`src/rtl/sincos_nco.sv`:
```
// Quarter-wave LUT sine/cosine NCO: phase accumulator, 3-stage pipeline
// (phase/address/sign -> synchronous ROM read -> sign apply and output).
module sincos_nco #(
    parameter int unsigned PHASE_W    = 24,
    parameter int unsigned ADDR_W     = 8,
    parameter int unsigned OUT_W      = 8,
    parameter int unsigned SIGNED_OUT = 0
) (
    input  logic               clk,
    input  logic               rst_n,
    input  logic               en,
    input  logic               sync_clr,
    input  logic [PHASE_W-1:0] freq_word,
    input  logic [PHASE_W-1:0] phase_ofs,
    output logic [OUT_W-1:0]   sine,
    output logic [OUT_W-1:0]   cos,
    output logic               out_valid,
    output logic               wrap
);
    localparam int unsigned DEPTH = 1 << ADDR_W;
    localparam int unsigned MAG_W = OUT_W - 1;
    localparam int unsigned TOP_W = ADDR_W + 2;
    localparam int unsigned SHIFT = PHASE_W - TOP_W;
    localparam longint PI_Q30 = 64'sd3373259426;
    localparam longint AMP = (64'sd1 <<< MAG_W) - 64'sd1;
    localparam logic [OUT_W-1:0] BASE = (SIGNED_OUT != 0) ? '0 : (OUT_W'(1) << (OUT_W - 1));

    // Elaboration-time round(AMP * sin(pi/2*(i+0.5)/DEPTH)) via Q30 Taylor series.
    function automatic longint mag_f(input longint i);
        longint x;
        longint term;
        longint sum;
        x    = (PI_Q30 * (2 * i + 1)) / (4 * longint'(DEPTH));
        term = x;
        sum  = x;
        for (longint k = 1; k <= 6; k++) begin
            term = -((((term * x) >>> 30) * x) >>> 30) / ((2 * k) * (2 * k + 1));
            sum  = sum + term;
        end
        return (AMP * sum + (64'sd1 <<< 29)) >>> 30;
    endfunction

    logic [MAG_W-1:0] lut [DEPTH];

    for (genvar g = 0; g < DEPTH; g++) begin : g_lut
        localparam longint MAG = mag_f(longint'(g));
        assign lut[g] = MAG_W'(MAG);
    end

    logic [PHASE_W-1:0] acc;
    logic [PHASE_W:0]   acc_sum;
    logic [TOP_W-1:0]   ph_top;
    logic [1:0]         quad;
    logic [ADDR_W-1:0]  idx;

    logic               s1_valid;
    logic [ADDR_W-1:0]  s1_sin_addr;
    logic [ADDR_W-1:0]  s1_cos_addr;
    logic               s1_sin_neg;
    logic               s1_cos_neg;

    logic               s2_valid;
    logic [MAG_W-1:0]   s2_sin_mag;
    logic [MAG_W-1:0]   s2_cos_mag;
    logic               s2_sin_neg;
    logic               s2_cos_neg;

    logic [OUT_W-1:0]   sine_c;
    logic [OUT_W-1:0]   cos_c;

    // Accumulator carry and the quadrant/index of the pre-update phase.
    always_comb begin
        acc_sum = {1'b0, acc} + {1'b0, freq_word};
        ph_top  = TOP_W'((acc + phase_ofs) >> SHIFT);
        quad    = ph_top[TOP_W-1 -: 2];
        idx     = ph_top[ADDR_W-1:0];
    end

    always_ff @(posedge clk or negedge rst_n) begin
        if (!rst_n) begin
            acc       <= '0;
            wrap      <= 1'b0;
            s1_valid  <= 1'b0;
            s2_valid  <= 1'b0;
            out_valid <= 1'b0;
            sine      <= BASE;
            cos       <= BASE;
        end else begin
            wrap     <= 1'b0;
            s1_valid <= en & ~sync_clr;
            if (sync_clr) begin
                acc <= '0;
            end else if (en) begin
                acc  <= acc_sum[PHASE_W-1:0];
                wrap <= acc_sum[PHASE_W];
            end
            s2_valid  <= s1_valid;
            out_valid <= s2_valid;
            if (s2_valid) begin
                sine <= sine_c;
                cos  <= cos_c;
            end
        end
    end

    // Data path registers; qualified by the valid pipeline, so no reset needed.
    always_ff @(posedge clk) begin
        if (en) begin
            s1_sin_addr <= quad[0] ? ~idx : idx;
            s1_cos_addr <= quad[0] ? idx : ~idx;
            s1_sin_neg  <= quad[1];
            s1_cos_neg  <= quad[1] ^ quad[0];
        end
        s2_sin_mag <= lut[s1_sin_addr];
        s2_cos_mag <= lut[s1_cos_addr];
        s2_sin_neg <= s1_sin_neg;
        s2_cos_neg <= s1_cos_neg;
    end

    always_comb begin
        sine_c = s2_sin_neg ? (BASE - OUT_W'(s2_sin_mag)) : (BASE + OUT_W'(s2_sin_mag));
        cos_c  = s2_cos_neg ? (BASE - OUT_W'(s2_cos_mag)) : (BASE + OUT_W'(s2_cos_mag));
    end

endmodule

```
`config.mk`:
```
export PLATFORM = sky130hd
export DESIGN_NAME = sincos_nco
export DESIGN_NICKNAME = d
export VERILOG_FILES = /design/src/rtl/sincos_nco.sv
export SDC_FILE = /design/constraint.sdc
export NUM_CORES = 1
export LEC_CHECK = 0
export ABC_AREA = 1
export ABC_CLOCK_PERIOD_IN_PS = 2300
export BUFFER_PORTS_ARGS = -buffer_cell sky130_fd_sc_hd__buf_4
export CAP_MARGIN = 20
export CELL_PAD_IN_SITES_DETAIL_PLACEMENT = 1
export CELL_PAD_IN_SITES_GLOBAL_PLACEMENT = 2
export CORE_ASPECT_RATIO = 2
export CORE_MARGIN = 5
export CORE_UTILIZATION = 33
export DETAILED_ROUTE_END_ITERATION = 8
export PLACE_DENSITY = 0.85
export SLEW_MARGIN = 40
export SYNTH_ARGS = -nofsm -noshare
export SYNTH_HDL_FRONTEND = slang
export SYNTH_SLANG_ARGS = --single-unit
```
`constraint.sdc`:
```
create_clock -name clk -period 2.3 [get_ports clk]
set_input_delay 0.345 -clock clk [delete_from_list [all_inputs] [get_ports clk]]
set_output_delay 0.345 -clock clk [all_outputs]
set_load 0.02 [all_outputs]
```
# After elaboration in Yosys (flattened, before gate mapping)
# Memories as Yosys holds them, arrays and structs flattened. A register that Yosys moved wholly into a read port is not among the register bits.
# Index checks and enable logic that the tools add are counted.
dict set report word_totals {
  regBits 64
  romBits 3584
  in_bits 52
  output_inout_bits 18
  elab_cells 36
  n_memories 2
}
dict set report op_classes {
  addsub 6
  muxes 8
  n_bitwise 6
  reduce_logical 1
}
# name depth word_bits rd rd_clocked_by_memory_dff write_ports line_no
set mem_list {}
lappend mem_list {{(name not given)} 256 7 1 1 0 115} ;# s2_cos_mag <= lut[s1_cos_addr];
lappend mem_list {{(name not given)} 256 7 1 1 0 114} ;# s2_sin_mag <= lut[s1_sin_addr];
# cell n
set op_table {}
lappend op_table {{24-bit 2-to-1 mux} 2}
lappend op_table {{8-bit 2-to-1 mux} 4}
lappend op_table {{24-bit by 24-bit adder with 25-bit output} 1}
lappend op_table {{24-bit adder} 1}
lappend op_table {{8-bit inverter with 9-bit output} 2}
lappend op_table {{8-bit by 7-bit adder with 8-bit output (first input constant)} 2}
lappend op_table {{8-bit by 7-bit subtractor with 8-bit output (first input constant)} 2}
lappend op_table {{8-bit inverter} 1}
lappend op_table {{1-bit 2-to-1 mux} 2}
lappend op_table {{2-bit nonzero test} 1}
lappend op_table {{1-bit AND} 1}
lappend op_table {{1-bit inverter} 1}
lappend op_table {{1-bit bitwise XOR} 1}

# Depth between registers and ports, before layout
# Gate-level depths: netlist (run 1).
dict set report depth {
  ltp_word 3
  depth_mapped 14
  mapped_depth_nobuf 14
}

# Worst setup path after synthesis (run 1)
# Ideal clock, no wire load.
dict set report synth_path {
  path_type {flip-flop to flip-flop}
  start {reg acc[8]}
  end {reg s1_cos_addr[4], data pin}
  arrival_time_ns 1.656
  required_time_ns 2.048
  path_slack_ns 0.392
  path_stages_with_launch 15
  synth_period_minus_slack_ns 1.908
  path_cell_list {dfrtp_1 -> ha_1 -> nand2_1 -> inv_2 -> nand2_1 -> nand2_1 -> nand2_1 -> nand2_2 -> nand2_1 -> nand3_2 -> nand2_1 -> nand2_4 -> buf_8 -> nand2_1 -> nand2_1}
}
dict set report synth_between {
  elab_chain_len 3
}
# element line_no
set synth_lines {}
lappend synth_lines {{start, declared} 50} ;# logic [PHASE_W-1:0] acc;
lappend synth_lines {{start signal, assigned} 94} ;# acc <= acc_sum[PHASE_W-1:0];
lappend synth_lines {{24-bit adder *} 74} ;# ph_top = TOP_W'((acc + phase_ofs) >> SHIFT);
lappend synth_lines {{8-bit inverter} 110} ;# s1_cos_addr <= quad[0] ? idx : ~idx;
lappend synth_lines {{8-bit 2-to-1 mux *} 110}
lappend synth_lines {{end signal, assigned} 110}
lappend synth_lines {{end, declared} 58} ;# logic [ADDR_W-1:0] s1_cos_addr;
# Mark *: on every way between the ends. The rest lies on a longest branch, timed or not.
# A chain may end at the register's enable or synchronous reset.

# Worst setup path after layout (run 1)
dict set report layout_path {
  start {reg acc[11]}
  end {reg s1_cos_addr[4], data pin}
}
# The elaborated chain is that of the path after synthesis.

==> results of run 1 <==
-- synthesized netlist by cell type (3+ instances only) --
library cell	n	area (um^2)
sky130_fd_sc_hd__a21oi_1	73	365
sky130_fd_sc_hd__o211ai_1	16	120
sky130_fd_sc_hd__nand4_1	23	144
sky130_fd_sc_hd__dfxtp_1	16	320
sky130_fd_sc_hd__inv_2	11	41.3
sky130_fd_sc_hd__nor2_1	110	413
sky130_fd_sc_hd__clkbuf_1	14	52.6
sky130_fd_sc_hd__or2_2	4	25.0
sky130_fd_sc_hd__a31oi_1	6	37.5
sky130_fd_sc_hd__xor2_1	11	96.3
sky130_fd_sc_hd__nand3b_1	5	37.5
sky130_fd_sc_hd__o31ai_1	5	37.5
sky130_fd_sc_hd__xnor2_1	3	26.3
sky130_fd_sc_hd__o21ai_1	14	70.1
sky130_fd_sc_hd__inv_1	180	676
sky130_fd_sc_hd__nand2_1	480	1800
sky130_fd_sc_hd__clkinv_1	3	11.3
sky130_fd_sc_hd__dfrtp_1	42	1050
sky130_fd_sc_hd__nand3_1	74	370
sky130_fd_sc_hd__o21ai_0	98	490
sky130_fd_sc_hd__edfxtp_1	18	541
sky130_fd_sc_hd__nor2_2	3	18.8
sky130_fd_sc_hd__nand2_2	12	75.1
sky130_fd_sc_hd__buf_2	12	60.1
sky130_fd_sc_hd__nor3_1	12	60.1
sky130_fd_sc_hd__o22ai_1	3	18.8
sky130_fd_sc_hd__ha_1	68	851
-- registers in the layout, indices dropped and copies added, names as in the netlist, 7 cells and up --
signal	count
sine	8
s2_cos_mag	7
s1_sin_addr	8
cos	8
acc	24
s1_cos_addr	8
s2_sin_mag	7
-- metal layers --
metal / vias up / global-route usage (%) / share of wire (%)
li1: 4510 / - / -
met1: 4275 / 18.6 / 32
met2: 182 / 46.8 / 59
met3: 94 / 3.35 / 3.1
met4: 0 / 14.7 / 6.7
met5: - / 0 / 0
-- report_power, final --
part	leakage, nW	internal [mW]	switching [mW]
clock network	0.144	0.822	0.606
registers	0.876	1.86	0.421
logic	4.10	1.66	3.02
total	5.12	4.34	4.04
-- worst min path at each step --
stage,depth (start not counted),start,end
finish,1,rst_n,sine[5]
global route,1,rst_n,sine[5]
CTS,1,rst_n,acc[3]
detailed placement,0,s1_sin_neg,s2_sin_neg
global placement,0,s1_sin_neg,s2_sin_neg
floorplan,0,rst_n,acc[0]
-- cell families after synthesis --
group | count (synthesis) | share of synthesized area (%)
buffers and inverters | 223 | 10.8
flip-flops | 78 | 24.3
AO/OA/AOI/OAI | 228 | 15.4
XOR/XNOR | 14 | 1.51
AND/OR/NAND/NOR | 730 | 37.2
adder cells (fa/ha/maj) | 69 | 10.8
-- layout by cell type (no fill, tap or decap), drive strengths merged, types with 2 or more instances in the layout --
cell type / n
o22ai: 3
nand3b: 5
dfrtp: 42
dfstp: 2
a211oi: 2
ha: 68
o211ai: 16
o21ai: 112
nand4: 23
or2: 5
clkinv: 3
a22o: 2
o2bb2ai: 2
a31oi: 6
clkbuf: 14
o21bai: 2
xnor2: 3
nand3: 75
o31ai: 5
inv: 193
o221ai: 2
xor2: 11
a21oi: 74
buf: 110
nor3: 12
dfxtp: 16
nor2: 115
edfxtp: 18
nand2: 496
-- layout make-up --
cell class	count	area, um^2
Clock buffer	14	274
Clock inverter	2	12.5
Fill cell	3316	14800
Inverter	194	728
Multi-Input combinational cell	1043	5320
Sequential cell	78	1970
Tap cell	290	363
Timing Repair Buffer	110	826
-- what timing repair did --
item,4_1_cts,5_1_grt
cloned,0,2
resized for setup,1,19
pin swaps,0,1
endpoints found under the setup margin,3,25
buffers inserted,0,1
-- through the flow --
step	TNS [ns]	hold WS [ns]
6_report	0	0.00792
5_1_grt	-0.308	0.0449
4_1_cts	0	0.0297
3_5_place_dp	-0.0463	0.358
3_3_place_gp	-0.0206	0.356
2_1_floorplan	0	0.0494
==> results.toml, run 1 <==
[status]
run_status = "complete, no violations"

[grt]
grt_usage_pct = 22.5
grt_pass1_wl_mm = 48.7
grt_pass1_vias = 9646
antenna_found_initial = 0
grt_overflow = 0
grt_start_max_net_pins = 45

[critical_path]
cp_max_fo = 8
launch_point_of_the_worst_reg_to_reg_path = "acc[11]"
timing.critical_path.to = "s1_cos_addr[4]"
cell_by_cell_trace_of_the_critical_path = "ha_1 > nand2_1 > inv_2 > nand2_2 > inv_2 > nand2_1 > nand2_2 > nand2_1 > nand3_2 > nand2_2 > nand2_2 > nand2_1 > nand2_1"
worst_r2r_dst = "s1_cos_addr[4]"
critical_path.startpoint = "acc[11]"
critical_path_arrival_ns = 2.33
depth_of_the_worst_register_to_register_path = 13
worst_path_cell_with_the_longest_stage_delay = "sky130_fd_sc_hd__dfrtp_1"
timing.critical_path.depth = 13
worst_setup_path_start_kind = "flip-flop"
timing.setup.critical_path_class = "reg -> reg"
critical-path-top-delay-family = "simple AND/OR/NAND/NOR gates"
crit_top_cell = "sky130_fd_sc_hd__nand2_1"
required_ns = 2.42
critPathMaxStageDelay_ns = 0.46
worstPathBufferInverterCount = 2
critical_path.endpoint_type = "flip-flop"
timing.reg2reg.setup_slack_ns = 0.09

[die]
design.portCount = 70
chip_width_um = 121
dieArea_um2 = 28000
core_area_um2 = 24300
placementRows = 81
start_util_pct = 33.3
die_height_um = 232

[clocking]
insertion_delay_ns = 0.37
clock_tree.root_cell = "sky130_fd_sc_hd__clkbuf_16"
cts_hold_buffers_added = 0
clk_pin_slew_ns = 0.07
ctsHtreeMaxLevel = 3
number_of_clock_buffers_inserted_by_tritoncts = 9
cts_num_sinks = 78
clock_tree_buffer_depth = 2
tritoncts = "yes"

[timing]
unrepaired_setup_endpoints_after_global_routing = "yes"
final_critical_path_setup_slack_ns = 0.0907
finalCritPeriodShare_pct = 96.1
relSlewSlack_pct = 56.6
report.final.hold_viol_count = 0
finalClockSkew_ns = 0.0121
tightestPinTransition_ns = 0.651
report.final.setup_viol = 0
fmax_ghz = 0.453
final_max_slew_viol_count = 0
period_minus_slack_ns = 2.21

[cells_and_area]
drive_gt1_share_pct = 12.6
stdcell_count = 1731
layout.core_utilization_pct = 39.0
n_antenna_cell = 0
flow.area_growth_from_synthesis_pct = 17.2
layout.nets = 1557
post-route-cell-area_um2 = 9490

[drt]
routed_wl_mm = 31.4
drtPass1Iterations = 4
num_vias = 9061
drc_errors = 0
detailedRoute.firstIterationViolations = 361
drt.antenna.violating_nets = 0
detail_route.wl_per_cell_um = 18.1
vias_per_cell = 5.23

[pwr]
power_density_nw_per_um2 = 883
power.static_leakage_nw = 5.12
design_power_total_mw = 8.39
power.ir.vdd_worst_mv = 0.404

[placed_design]
global_placer_s_final_weighted_congestion = 0.945
place_inst = 1712
io_buffer_count = 69
postPlaceCellArea_um2 = 9130
dp.final_hpwl_mm = 26.4
post-place-ws_ns = -0.0237

[synth]
ys_dominant_reg_cell = "sky130_fd_sc_hd__dfrtp_1"
synth.lib_cells_used.distinct = 44
netlist_instances = 1342
ff_latch_count_synth = 78
postSynthAreaPerCell_um2 = 6.03
synth.yosys.warnings = 0
synthArstFlopShare_pct = 56.4
synth_seq_area_share_pct = 24.3
mappedNetlistArea_um2 = 8100
mappedNetlistNets = 1463
synth_enable_flop_cells = 18

[job]
max_cap_viol_count = 0

[min_path]
hp-class = "in -> async"
Note: power is estimated with default switching activity, not from simulation.
==> run 2: changes to the inputs <==
CTS_CLUSTER_SIZE = 24   (was not set)
PLACE_DENSITY = 0.91   (was 0.85)
==> run 2 against run 1 <==
The flow now finishes with violations (hold timing, setup timing). Via count is 2.9% higher. Global-route usage increased by 0.44 points. Sequential power about the same. Total power increased by 4.3%. Worst setup slack worse by 0.13 ns. Core utilization rose by 1.1 points. Maximum frequency down 5.5%. Clock-buffer cell count shrank 3. Worst hold slack lost 0.024 ns. Critical path depth decreased by 4.
==> results.toml, run 2 (same netlist as run 1, synthesis figures left out) <==
[critical_path]
critPathMaxStageDelay_ns = 0.43
cell_by_cell_trace_of_the_critical_path = "ha_1 > a21oi_1 > o21ai_0 > a21oi_2 > nand3_2 > nand2_2 > nand2_2 > nand2_1 > nand2_1"
critical_path.endpoint_type = "flip-flop"
critical-path-top-delay-family = "compound AO/OA/AOI/OAI gates"
worst_path_cell_with_the_longest_stage_delay = "sky130_fd_sc_hd__dfrtp_1"
cp_max_fo = 8
timing.setup.critical_path_class = "reg -> reg"
critical_path.startpoint = "acc[19]"
launch_point_of_the_worst_reg_to_reg_path = "acc[19]"
worst_setup_path_start_kind = "flip-flop"
depth_of_the_worst_register_to_register_path = 9
critical_path_arrival_ns = 2.46
timing.critical_path.depth = 9
required_ns = 2.43
worstPathBufferInverterCount = 0

[grt]
grt_usage_pct = 22.9
grt_pass1_wl_mm = 49.5
grt_start_max_net_pins = 45
grt_overflow = 0
grt_pass1_vias = 9942
antenna_found_initial = 0

[timing]
period_minus_slack_ns = 2.34
tightestPinTransition_ns = 0.733
report.final.setup_viol = 8
finalCritPeriodShare_pct = 102
fin_worst_hold_slack_ns = -0.0157
final_critical_path_setup_slack_ns = -0.0381
tns_ns = -0.0617
relSlewSlack_pct = 50.9
report.final.hold_viol_count = 5
fmax_ghz = 0.428
final_max_slew_viol_count = 0
finalClockSkew_ns = 0.0102

[clocking]
number_of_clock_buffers_inserted_by_tritoncts = 9
clk_pin_slew_ns = 0.07
cts_hold_buffers_added = 0
ctsHtreeMaxLevel = 3
clock_tree.root_cell = "sky130_fd_sc_hd__clkbuf_16"
tritoncts = "yes"
cts_num_sinks = 78
insertion_delay_ns = 0.38
clock_tree_buffer_depth = 2

[cells_and_area]
n_antenna_cell = 0
layout.core_utilization_pct = 40.1
top_register = "acc"
flow.area_growth_from_synthesis_pct = 20.5
drive_gt1_share_pct = 14.4
layout.nets = 1570
flip_flop_count_of_the_largest_register_after_layout = 24
layout_common_cells = "473 x sky130_fd_sc_hd__nand2_1, 180 x sky130_fd_sc_hd__inv_1, 121 x sky130_fd_sc_hd__buf_4"
final.fill_count = 3320
layout_commonest_cell = "sky130_fd_sc_hd__nand2_1"

[drt]
drtPass1Iterations = 4
vias_per_cell = 5.35
drt.antenna.violating_nets = 0
num_vias = 9328
drc_errors = 0
detail_route.wl_per_cell_um = 18.8
detailedRoute.firstIterationViolations = 302
routed_wl_mm = 32.8

[placed_design]
global_placer_s_final_weighted_congestion = 1.00
io_buffer_count = 69
dp.final_hpwl_mm = 26.7

[pwr]
p_seq_share_pct = 26.4
power_density_nw_per_um2 = 897
p_sw_share_pct = 47.9
p_switching_mw = 4.19
power.ir.vdd_worst_mv = 0.321
combPwrFrac_pct = 55.6
p_clk_share_pct = 18.0
power.static_leakage_nw = 5.19
internal_power_mw = 4.56

[die]
core_area_um2 = 24300
start_util_pct = 33.3
dieArea_um2 = 28000
chip_width_um = 121
die_height_um = 232
design.portCount = 70
placementRows = 81

[status]
run_status = "finished, violations left"
failed_checks = "hold timing, setup timing"

[job]
max_cap_viol_count = 0

[min_path]
hp-class = "in -> async"
==> run 2: routing by layer <==
metal	share of wire [%]	track usage, %	up-vias
met1	31	18.9	4418
met5	0	0	-
li1	-	-	4542
met3	3.3	3.74	128
met2	56	45.5	240
met4	9.2	19.3	0
==> run 2: timing repair <==
action                     CTS  global route
buffers inserted             0             3
gates resized for setup      0            42
setup endpoints to repair    0            24
==> run 2: cell type report <==
class                      instances  area, um^2  area share (%)
clock buffer                      11         233            2.39
clock inverter                     5        73.8           0.757
inverter                         194         728            7.47
multi-input combinational       1045        5480            56.1
sequential                        78        1970            20.2
tap                              290         363            3.72
timing repair buffer             121         908            9.31
==> run 2: worst reg2reg max path, cell delays in order (launching register included) <==
cell and delay, ns:
sky130_fd_sc_hd__dfrtp_1 0.43, sky130_fd_sc_hd__ha_1 0.34, sky130_fd_sc_hd__a21oi_1 0.36, sky130_fd_sc_hd__o21ai_0 0.18
sky130_fd_sc_hd__a21oi_2 0.19, sky130_fd_sc_hd__nand3_2 0.11, sky130_fd_sc_hd__nand2_2 0.15, sky130_fd_sc_hd__nand2_2 0.15
sky130_fd_sc_hd__nand2_1 0.12, sky130_fd_sc_hd__nand2_1 0.05
==> run 2: power groups by stage <==
stage / clock (mW) / sequential, mW / combinational, mW
after floorplan: 0 / 2.26 / 2.96
after global placement: 0 / 2.31 / 4.58
after detailed placement: 0 / 2.32 / 4.70
after CTS: 1.60 / 2.30 / 4.72
after global routing: 1.65 / 2.36 / 5.44
final: 1.58 / 2.31 / 4.86
==> run 2: path summary, 6_finish.rpt <==
check	end	slack [ns]
max	s1_cos_addr[6]	-0.04
min	sine[3]	-0.02
max reg2reg	s1_cos_addr[6]	-0.04
min reg2reg	s2_sin_neg	0.35
max in group asynchronous	acc[9]	1.85
min in group clk	acc[3]	0.18
==> run 2: stage by stage <==
step	power, mW	setup WS, ns	std cells	instance area [um^2]	hold slack, ns
final	8.75	-0.0381	1744	9750	-0.0157
after global routing	9.45	-0.0994	1744	9750	0.0340
after CTS	8.62	0.0000435	1737	9500	0.00793
after detailed placement	7.02	0.0259	1721	9200	0.338
after global placement	6.89	0.0445	1721	9200	0.361
after floorplan	5.23	0.392	1342	8100	0.0494
==> run 3: changes to the inputs <==
ABC_CLOCK_PERIOD_IN_PS = 2090   (was 2300)
CORE_UTILIZATION = 30   (was 33)
PLACE_DENSITY = 0.88   (was 0.91)
clock period = 2.09 ns   (was 2.3 ns; I/O delays follow)
==> run 3 against run 2 <==
The run now ends clean. Sequential power increased by 6%. Total power is 17% higher. Clock power rose by 3%. Routed wire length grew 5.3%. Combinational power up 27%. Final area grew 13%. Worst hold slack better by 0.16 ns. Maximum frequency is 13% higher. Final cell count increased by 8.3%. Register-to-register slack better by 0.06 ns. Highest routed layer unchanged. First-iteration DRC count down 12%.
==> results.toml, run 3 (same netlist as run 1, synthesis figures left out) <==
[status]
run_status = "complete, no violations"

[timing]
tightestPinTransition_ns = 0.681
report.final.hold_viol_count = 0
fmax_ghz = 0.484
final_max_slew_viol_count = 0
finalClockSkew_ns = 0.00674
fin_worst_hold_slack_ns = 0.149
finalCritPeriodShare_pct = 98.9
unrepaired_setup_endpoints_after_global_routing = "yes"
period_minus_slack_ns = 2.07
report.final.setup_viol = 0
relSlewSlack_pct = 54.6

[die]
dieArea_um2 = 30600
design.portCount = 70
placementRows = 85
die_height_um = 242
core_area_um2 = 26800
start_util_pct = 30.2
chip_width_um = 126

[cells_and_area]
drive_gt1_share_pct = 25.4
n_antenna_cell = 0
layout_common_cells = "439 x sky130_fd_sc_hd__nand2_1, 202 x sky130_fd_sc_hd__buf_4, 178 x sky130_fd_sc_hd__inv_1"
layout_commonest_cell = "sky130_fd_sc_hd__nand2_1"
layout.nets = 1656
top_register = "acc"
flip_flop_count_of_the_largest_register_after_layout = 24
layout.core_utilization_pct = 41.3
final.fill_count = 3544
flow.area_growth_from_synthesis_pct = 36.6

[grt]
grt_start_max_net_pins = 45
grt_usage_pct = 22.1
grt_pass1_vias = 10700
grt_pass1_wl_mm = 52.6
antenna_found_initial = 0
grt_overflow = 0

[critical_path]
timing.setup.critical_path_class = "reg -> reg"
required_ns = 2.22
cp_max_fo = 4
critical_path_arrival_ns = 2.20
depth_of_the_worst_register_to_register_path = 11
critical_path.endpoint_type = "flip-flop"
worst_setup_path_start_kind = "flip-flop"

[pwr]
power.static_leakage_nw = 5.68
power.ir.vdd_worst_mv = 0.507
power_density_nw_per_um2 = 926

[clocking]
number_of_clock_buffers_inserted_by_tritoncts = 9
ctsHtreeMaxLevel = 3
insertion_delay_ns = 0.37
clk_pin_slew_ns = 0.07
clock_tree_buffer_depth = 2
tritoncts = "yes"
clock_tree.root_cell = "sky130_fd_sc_hd__clkbuf_16"
cts_num_sinks = 78

[drt]
routed_wl_mm = 34.5
detailedRoute.firstIterationViolations = 267
drtPass1Iterations = 4
vias_per_cell = 5.16
drc_errors = 0
detail_route.wl_per_cell_um = 18.3
num_vias = 9743
drt.antenna.violating_nets = 0

[min_path]
holdPathStages = 2
hp-class = "in -> reg"

[job]
max_cap_viol_count = 0

[placed_design]
global_placer_s_final_weighted_congestion = 0.981
dp.final_hpwl_mm = 28.2
io_buffer_count = 69
-- run 3: cell count changes in the layout (fill, tap and decap cells not counted), moves of 13 or more --
cell,delta
sky130_fd_sc_hd__buf_4,+81
sky130_fd_sc_hd__nand2_1,-34
sky130_fd_sc_hd__ha_1,-24
sky130_fd_sc_hd__nand2_2,+22
sky130_fd_sc_hd__ha_4,+21
sky130_fd_sc_hd__nor2_1,-21
sky130_fd_sc_hd__nor2_2,+13
-- run 3: final cells by class --
cell class              count  area (um^2)  share of cell area [%]
multi-input cells        1045         6060                    54.8
flip-flops and latches     78         1970                    17.8
repair buffers            207         1570                    14.2
inverters                 194          728                    6.58
well taps                 348          435                    3.94
clock buffers               9          225                    2.04
clock inverters             7         65.1                   0.588
-- run 3: routing by layer --
layer / share of wire (%) / up-vias / track usage (%) / wire [um]
met4: 9.7 / 0 / 18.4 / 3330
li1: - / 4719 / - / -
met3: 2.4 / 152 / 2.85 / 831
met1: 29 / 4632 / 16.1 / 9920
met5: 0 / - / 0 / 0
met2: 59 / 240 / 46.5 / 20400
-- run 3: worst paths after layout --
check,startpoint,to,slack [ns]
setup / recovery,acc[9],s1_sin_addr[5],0.02
hold / removal,sync_clr,acc[3],0.15
setup reg to reg,acc[9],s1_sin_addr[5],0.02
hold reg to reg,s1_valid,s2_valid,0.37
max in group asynchronous,rst_n,acc[11],1.07
min in group asynchronous,rst_n,sine[2],0.52
-- run 3: timing repair --
item / CTS / global route
hold buffers: 1 / 0
endpoints found under the setup margin: 23 / 39
endpoints found under the hold margin: 11 / 0
gates cloned: 4 / 0
pin swaps: 10 / 34
setup buffers: 4 / 9
resized for setup: 54 / 118
-- run 3: per-stage QoR --
| stage | instances | setup TNS, ns | total power, mW | cell area [um^2] | setup slack (ns) |
|---|---|---|---|---|---|
| 4_1_cts | 1879 | 0 | 9.93 | 10500 | 0.000967 |
| 6_report | 1888 | 0 | 10.2 | 11100 | 0.0229 |
| 3_3_place_gp | 1854 | -1.58 | 7.92 | 9830 | -0.259 |
| 5_1_grt | 1888 | -0.917 | 11.0 | 11100 | -0.0608 |
| 3_5_place_dp | 1854 | -2.87 | 8.07 | 9830 | -0.321 |
| 2_1_floorplan | 1342 | 0 | 5.75 | 8100 | 0.182 |
-- run 3: where the power goes --
group / switching (mW) / internal [mW] / total (mW)
registers: 0.394 / 2.04 / 2.44
logic: 3.75 / 2.44 / 6.18
clock network: 0.783 / 0.834 / 1.62
total: 4.92 / 5.31 / 10.2
-- run 3: worst max-delay path, stage by stage, from the launching register on --
cell,delay [ns]
sky130_fd_sc_hd__dfrtp_2,0.45
sky130_fd_sc_hd__ha_4,0.30
sky130_fd_sc_hd__nand2_2,0.10
sky130_fd_sc_hd__nor2_4,0.14
sky130_fd_sc_hd__nand2_2,0.10
sky130_fd_sc_hd__nor2_2,0.13
sky130_fd_sc_hd__nand2_2,0.10
sky130_fd_sc_hd__nand4_1,0.13
sky130_fd_sc_hd__buf_6,0.15
sky130_fd_sc_hd__nand2_2,0.09
sky130_fd_sc_hd__nand2_1,0.09
sky130_fd_sc_hd__nand2_1,0.05
